### src/rtl/uart_rx_cfg_if.sv
// Word-side handshake of the configurable UART receiver.
// The receiver is the master and drives the word, flags and valid.
interface uart_rx_cfg_if #(
  parameter int DATA_BITS = 8
);
  logic [DATA_BITS-1:0] rx_data;
  logic                 rx_valid;
  logic                 rx_ready;
  logic                 parity_err;
  logic                 frame_err;
  logic                 overrun;

  modport master (
    output rx_data, rx_valid, parity_err,
    output frame_err, overrun,
    input  rx_ready
  );

  modport slave (
    input  rx_data, rx_valid, parity_err,
    input  frame_err, overrun,
    output rx_ready
  );
endinterface

### src/rtl/uart_rx_cfg.sv
// Configurable UART receiver: synchroniser, mid-bit sampling FSM,
// parity/framing checks, break hold-off and a valid/ready word register.
module uart_rx_cfg #(
  parameter int CLKS_PER_BIT = 1250,
  parameter int DATA_BITS    = 8,
  parameter int PARITY       = 0,
  parameter int STOP_BITS    = 1,
  parameter int SYNC_STAGES  = 2
) (
  input  logic          clk,
  input  logic          rst,
  input  logic          rx_in,
  output logic          busy,
  uart_rx_cfg_if.master rx_if
);
  localparam int CW = $clog2(CLKS_PER_BIT);
  localparam logic [CW-1:0] HALF = CW'(CLKS_PER_BIT / 2);
  localparam logic [CW-1:0] LAST = CW'(CLKS_PER_BIT - 1);
  localparam logic [3:0] DLAST = 4'(DATA_BITS - 1);
  localparam logic [3:0] SLAST = 4'(STOP_BITS - 1);

  typedef enum logic [2:0] {
    S_IDLE, S_START, S_DATA, S_PAR, S_STOP, S_BRK
  } state_e;

  logic [SYNC_STAGES-1:0] sync_q;
  logic                   rxs;
  state_e                 state_q, state_d;
  logic [CW-1:0]          cnt_q, cnt_d;
  logic [3:0]             idx_q, idx_d;
  logic [DATA_BITS-1:0]   shr_q, shr_d;
  logic                   perr_q, perr_d;
  logic                   ferr_q, ferr_d;
  logic                   done_q, done_d;
  logic [DATA_BITS-1:0]   data_q, data_d;
  logic                   valid_q, valid_d;
  logic                   pe_q, pe_d;
  logic                   fe_q, fe_d;
  logic                   ovr_q, ovr_d;
  logic                   tick, half;

  always_ff @(posedge clk or posedge rst) begin
    if (rst) sync_q <= '1;
    else     sync_q <= {sync_q[SYNC_STAGES-2:0], rx_in};
  end

  assign rxs  = sync_q[SYNC_STAGES-1];
  assign tick = (cnt_q == LAST);
  assign half = (cnt_q == HALF);

  always_ff @(posedge clk or posedge rst) begin
    if (rst) state_q <= S_IDLE;
    else     state_q <= state_d;
  end

  always_comb begin
    state_d = state_q;
    unique case (state_q)
      S_IDLE:  if (!rxs) state_d = S_START;
      S_START: if (half) state_d = rxs ? S_IDLE : S_DATA;
      S_DATA: begin
        if (tick && idx_q == DLAST)
          state_d = (PARITY != 0) ? S_PAR : S_STOP;
      end
      S_PAR:   if (tick) state_d = S_STOP;
      S_STOP: begin
        if (tick && idx_q == SLAST)
          state_d = rxs ? S_IDLE : S_BRK;
      end
      S_BRK:   if (rxs) state_d = S_IDLE;
      default: state_d = S_IDLE;
    endcase
  end

  always_comb begin
    cnt_d  = cnt_q;
    idx_d  = idx_q;
    shr_d  = shr_q;
    perr_d = perr_q;
    ferr_d = ferr_q;
    done_d = 1'b0;
    unique case (state_q)
      S_IDLE: begin
        cnt_d = '0;
        idx_d = '0;
        if (!rxs) begin
          perr_d = 1'b0;
          ferr_d = 1'b0;
        end
      end
      S_START: cnt_d = half ? '0 : cnt_q + 1'b1;
      S_DATA: begin
        cnt_d = tick ? '0 : cnt_q + 1'b1;
        if (tick) begin
          shr_d = {rxs, shr_q[DATA_BITS-1:1]};
          idx_d = (idx_q == DLAST) ? '0 : idx_q + 1'b1;
        end
      end
      S_PAR: begin
        cnt_d = tick ? '0 : cnt_q + 1'b1;
        // odd mode wants the data plus parity bit to XOR to 1
        if (tick)
          perr_d = (PARITY == 1) ? ~(^shr_q ^ rxs) : (^shr_q ^ rxs);
      end
      S_STOP: begin
        cnt_d = tick ? '0 : cnt_q + 1'b1;
        if (tick) begin
          ferr_d = ferr_q | ~rxs;
          idx_d  = (idx_q == SLAST) ? '0 : idx_q + 1'b1;
          done_d = (idx_q == SLAST);
        end
      end
      S_BRK:   cnt_d = '0;
      default: cnt_d = '0;
    endcase
  end

  always_ff @(posedge clk or posedge rst) begin
    if (rst) begin
      cnt_q  <= '0;
      idx_q  <= '0;
      shr_q  <= '0;
      perr_q <= 1'b0;
      ferr_q <= 1'b0;
      done_q <= 1'b0;
    end else begin
      cnt_q  <= cnt_d;
      idx_q  <= idx_d;
      shr_q  <= shr_d;
      perr_q <= perr_d;
      ferr_q <= ferr_d;
      done_q <= done_d;
    end
  end

  // a completed frame replaces the word only if the slot is free or freed now
  always_comb begin
    data_d  = data_q;
    valid_d = valid_q;
    pe_d    = pe_q;
    fe_d    = fe_q;
    ovr_d   = ovr_q;
    if (done_q && (!valid_q || rx_if.rx_ready)) begin
      data_d  = shr_q;
      pe_d    = perr_q;
      fe_d    = ferr_q;
      valid_d = 1'b1;
      ovr_d   = 1'b0;
    end else if (done_q) begin
      ovr_d = 1'b1;
    end else if (valid_q && rx_if.rx_ready) begin
      valid_d = 1'b0;
      ovr_d   = 1'b0;
    end
  end

  always_ff @(posedge clk or posedge rst) begin
    if (rst) begin
      data_q  <= '0;
      valid_q <= 1'b0;
      pe_q    <= 1'b0;
      fe_q    <= 1'b0;
      ovr_q   <= 1'b0;
    end else begin
      data_q  <= data_d;
      valid_q <= valid_d;
      pe_q    <= pe_d;
      fe_q    <= fe_d;
      ovr_q   <= ovr_d;
    end
  end

  assign busy             = (state_q != S_IDLE);
  assign rx_if.rx_data    = data_q;
  assign rx_if.rx_valid   = valid_q;
  assign rx_if.parity_err = pe_q;
  assign rx_if.frame_err  = fe_q;
  assign rx_if.overrun    = ovr_q;
endmodule

### src/flat_wrapper.sv
// flat-port wrapper written by rule: the top's interface ports become plain ports
module uart_rx_cfg_flat 
#(
  parameter int CLKS_PER_BIT = 1250,
  parameter int DATA_BITS    = 8,
  parameter int PARITY       = 0,
  parameter int STOP_BITS    = 1,
  parameter int SYNC_STAGES  = 2
)
  (clk, rst, rx_in, busy, rx_if_rx_data, rx_if_rx_valid, rx_if_parity_err, rx_if_frame_err, rx_if_overrun, rx_if_rx_ready);
  uart_rx_cfg_if #(.DATA_BITS(DATA_BITS)) rx_if_i ();
  input  logic clk;
  input  logic rst;
  input  logic rx_in;
  output logic busy;
  output wire logic [$bits(rx_if_i.rx_data)-1:0] rx_if_rx_data;
  output wire logic [$bits(rx_if_i.rx_valid)-1:0] rx_if_rx_valid;
  output wire logic [$bits(rx_if_i.parity_err)-1:0] rx_if_parity_err;
  output wire logic [$bits(rx_if_i.frame_err)-1:0] rx_if_frame_err;
  output wire logic [$bits(rx_if_i.overrun)-1:0] rx_if_overrun;
  input wire logic [$bits(rx_if_i.rx_ready)-1:0] rx_if_rx_ready;
  assign rx_if_rx_data = rx_if_i.rx_data;
  assign rx_if_rx_valid = rx_if_i.rx_valid;
  assign rx_if_parity_err = rx_if_i.parity_err;
  assign rx_if_frame_err = rx_if_i.frame_err;
  assign rx_if_overrun = rx_if_i.overrun;
  assign rx_if_i.rx_ready = rx_if_rx_ready;
  uart_rx_cfg #(.CLKS_PER_BIT(CLKS_PER_BIT), .DATA_BITS(DATA_BITS), .PARITY(PARITY), .STOP_BITS(STOP_BITS), .SYNC_STAGES(SYNC_STAGES)) u_core (.clk(clk), .rst(rst), .rx_in(rx_in), .busy(busy), .rx_if(rx_if_i));
endmodule
### config.mk
export PLATFORM = sky130hd
export DESIGN_NAME = uart_rx_cfg_flat
export DESIGN_NICKNAME = d
export VERILOG_FILES = /design/src/rtl/uart_rx_cfg_if.sv /design/src/rtl/uart_rx_cfg.sv /design/src/flat_wrapper.sv
export SDC_FILE = /design/constraint.sdc
export NUM_CORES = 1
export LEC_CHECK = 0
export ABC_CLOCK_PERIOD_IN_PS = 2300
export CAP_MARGIN = 20
export CORE_ASPECT_RATIO = 2
export CORE_MARGIN = 2
export CORE_UTILIZATION = 45
export CTS_CLUSTER_DIAMETER = 100
export DETAILED_ROUTE_END_ITERATION = 8
export MAX_ROUTING_LAYER = met4
export PLACE_DENSITY_LB_ADDON = 0.1
export SLEW_MARGIN = 20
export SYNTH_ARGS = -nofsm -noshare
export SYNTH_HDL_FRONTEND = slang
export SYNTH_SLANG_ARGS = --single-unit
### constraint.sdc
create_clock -name clk -period 2.3 [get_ports clk]
set_input_delay 0.69 -clock clk [delete_from_list [all_inputs] [get_ports clk]]
set_output_delay 0.69 -clock clk [all_outputs]
set_load 0.01 [all_outputs]
==> reports/results.ini <==
[power]
pwr-share-comb_pct = 2.1
intPower_mw = 1.012
p_leak_nw = 1.141
clockPowerShare_pct = 39.0
switching_share_pct = 21.57
p_per_area_nw_per_um2 = 512.3
switchingPower_mw = 0.2785
p_seq_share_pct = 58.9
ir_worst_vdd_mv = 0.4765

[global_route]
grt_pass1_wl_mm = 7.341
antenna_found_initial = 0
track_usage_pct = 18.92
grt_max_degree = 29
grt_pass1_vias = 1548
grt-ovfl-total = 0

[clock_network]
cts.clk_slew.worst_paths_ps = 80
cts_buffer_depth = 2
cts_setup_buffers = 0
numCtsBuffers = 5
clock-root-buffer = clkbuf_8
cts.sinks = 43
clk_latency_ps = 300
htreeDepth = 2
cts_tree = done

[die]
start_util_pct = 46.99
die_x_um = 53
ios = 17
core-area_um2 = 4598
die_h_um = 102
rows = 35
dieArea_um2 = 5406

[detailed_routing]
firstDrtPassIters = 4
drc = 0
first_iter_violations = 38
routed_wl_mm = 4.116
via_per_inst = 5.423
wl_per_cell_um = 15.02
ant_nets = 0
num_vias = 1486

[layout]
most-common-layout-cells = dfrtp_1 (41), nor2_1 (19), clkdlybuf4s50_1 (15)
area_delta_synth_final_pct = 16.62
final_common_cell = dfrtp_1
fin_nets = 226
diodes = 0
drive_gt1_share_pct = 21.00
nFillCells = 435

[placement]
dp_slack_ps = 271.6
place_congestion = 0.7929
place.detailed.hpwl_mm = 3.152
port_buffers = 16

[worst_hold_path]
hold_depth = 0
hold_class = flip-flop to flip-flop

[worst_setup_path]
worstPathRequired_ps = 1610
critical_path_arrival_ps = 1420
crit_path_start_kind = flip-flop
path_class = flip-flop to primary output
rr_worst_depth = 9
crit_path_end_kind = primary output
critPathMaxFanout = 3

[yosys]
yosys.area_share.simple_pct = 17.72
synth_top_family_by_area = simple AND/OR/NAND/NOR gates
synth_edf_count = 0
synth_compound_area_share_pct = 7.991
async_flop_share_pct = 100.0
avgSynthCellArea_um2 = 11.25
synthCells = 192
synth_mux_area_share_pct = 12.68
synth_nets = 200
netlist_area_um2 = 2161
yosys_warnings = 0
yosysSeqAreaShare_pct = 49.91
dominantRegCellSynth = dfrtp_1
ys_seq_elements = 43
synthXorXnorAreaFrac_pct = 6.891
synth.distinct_cells = 47
synthAdderAreaFrac_pct = 2.316

[run]
maxCapViolations = 0

[sta]
max_freq_mhz = 472.8
timing.setup.tns_ps = 0
max_slew_margin_pct = 76.30
whs_ps = 363.8
finalMaxSlewViolations = 0
setup_viol = 0
min_period_ps = 2115
hold_viol = 0
layout_setup_ws_ps = 185.1
tightestPinTransition_ps = 354.2
min_period_over_period_pct = 91.95
grt_setup_unrepaired = no
finalClockSkew_ps = 10.96

[outcome]
status = completed

## synthesized netlist by cell type (2+ instances only)
master / number / area (µm²)
o211ai_1: 2 / 15.01
mux2_2: 11 / 123.9
xor2_1: 5 / 43.79
clkbuf_1: 2 / 7.510
xnor2_1: 12 / 105.1
or3_1: 2 / 12.51
nand2_1: 10 / 37.54
nor4_1: 3 / 18.77
ha_1: 4 / 50.05
nand2b_1: 4 / 25.02
nor2_1: 19 / 71.32
a211oi_1: 2 / 15.01
dfstp_2: 2 / 52.55
nand3_1: 7 / 35.03
dfrtp_1: 41 / 1026
nand4_1: 4 / 25.02
mux2_4: 8 / 120.1
a21oi_1: 7 / 35.03
o21ai_0: 10 / 50.05
inv_1: 5 / 18.77
nor2b_1: 3 / 18.77
and2_1: 2 / 12.51
mux2i_1: 3 / 30.03
## path summary, 6_finish.rpt
path / start / endpoint / slack, ps
setup reg to reg: u_core.cnt_q[1] / u_core.cnt_q[7] / 320
setup / recovery: u_core.state_q[1] / busy / 190
max in group asynchronous: rst / u_core.sync_q[1] / 1200
hold reg to reg: u_core.sync_q[0] / u_core.sync_q[1] / 360
min in group asynchronous: rst / u_core.cnt_q[0] / 730
hold / removal: u_core.sync_q[0] / u_core.sync_q[1] / 360
## cell type report
class / instances / area, µm² / area share [%]
clock inverter: 2 / 16.27 / 0.6455
timing repair buffer: 25 / 226.5 / 8.987
tap: 55 / 68.82 / 2.731
multi-input combinational: 138 / 1028 / 40.81
sequential: 43 / 1079 / 42.80
clock buffer: 6 / 82.58 / 3.277
inverter: 5 / 18.77 / 0.7448
## kinds of logic (layout without fill, tap and decap cells)
logic type / after synthesis / count (layout)
DFF: 43 / 43
buffers and inverters: 11 / 38
AOI/OAI and AO/OA: 28 / 28
and+or+nand+nor: 67 / 67
muxes: 22 / 22
xor gates and xnor gates: 17 / 17
adders and majority gates: 4 / 4
## per-layer routing
metal	up-vias	GRT usage (%)	wire (µm)	share of wire, %
li1	727	-	-	-
met1	733	21.31	1664	40
met2	20	31.92	2294	56
met3	6	2.632	81	2.0
met4	0	9.270	76	1.8
met5	-	-	0	0
## what timing repair did
action / 4_1_cts / 5_1_grt
hold endpoints to repair: 0 / 0
hold buffers: 0 / 0
resized for setup: 1 / 0
setup endpoints to repair: 1 / 0
## state kept, by name (all words and copies together), names as in the netlist, 2 cells and up
name and cells:
u_core.sync_q 2, u_core.idx_q 4, u_core.cnt_q 11, u_core.rx_if.rx_data 8
u_core.state_q 3, u_core.shr_q 8
## power by group through the flow
stage | clock, mW | sequential (mW) | combinational [mW]
2_1_floorplan | 0 | 0.775 | 0.0150
3_3_place_gp | 0 | 0.776 | 0.0272
3_5_place_dp | 0 | 0.776 | 0.0285
4_1_cts | 0.529 | 0.761 | 0.0285
5_1_grt | 0.556 | 0.761 | 0.0314
6_report | 0.503 | 0.761 | 0.0269
## per-stage QoR
step	util [%]	std cells	area [µm²]	power (mW)
final	54.80	274	2520	1.291
after floorplan	-	192	2161	0.7896
after CTS	54.80	274	2520	1.318
after global routing	54.80	274	2520	1.348
after global placement	52.68	266	2422	0.8029
after detailed placement	52.68	266	2422	0.8043
## critical path, cell delays in order (launching register included)
cell and delay [ps]:
dfrtp_1 380, or3_1 440, dlygate4sd2_1 320
Power figures use the tool's default switching activity.
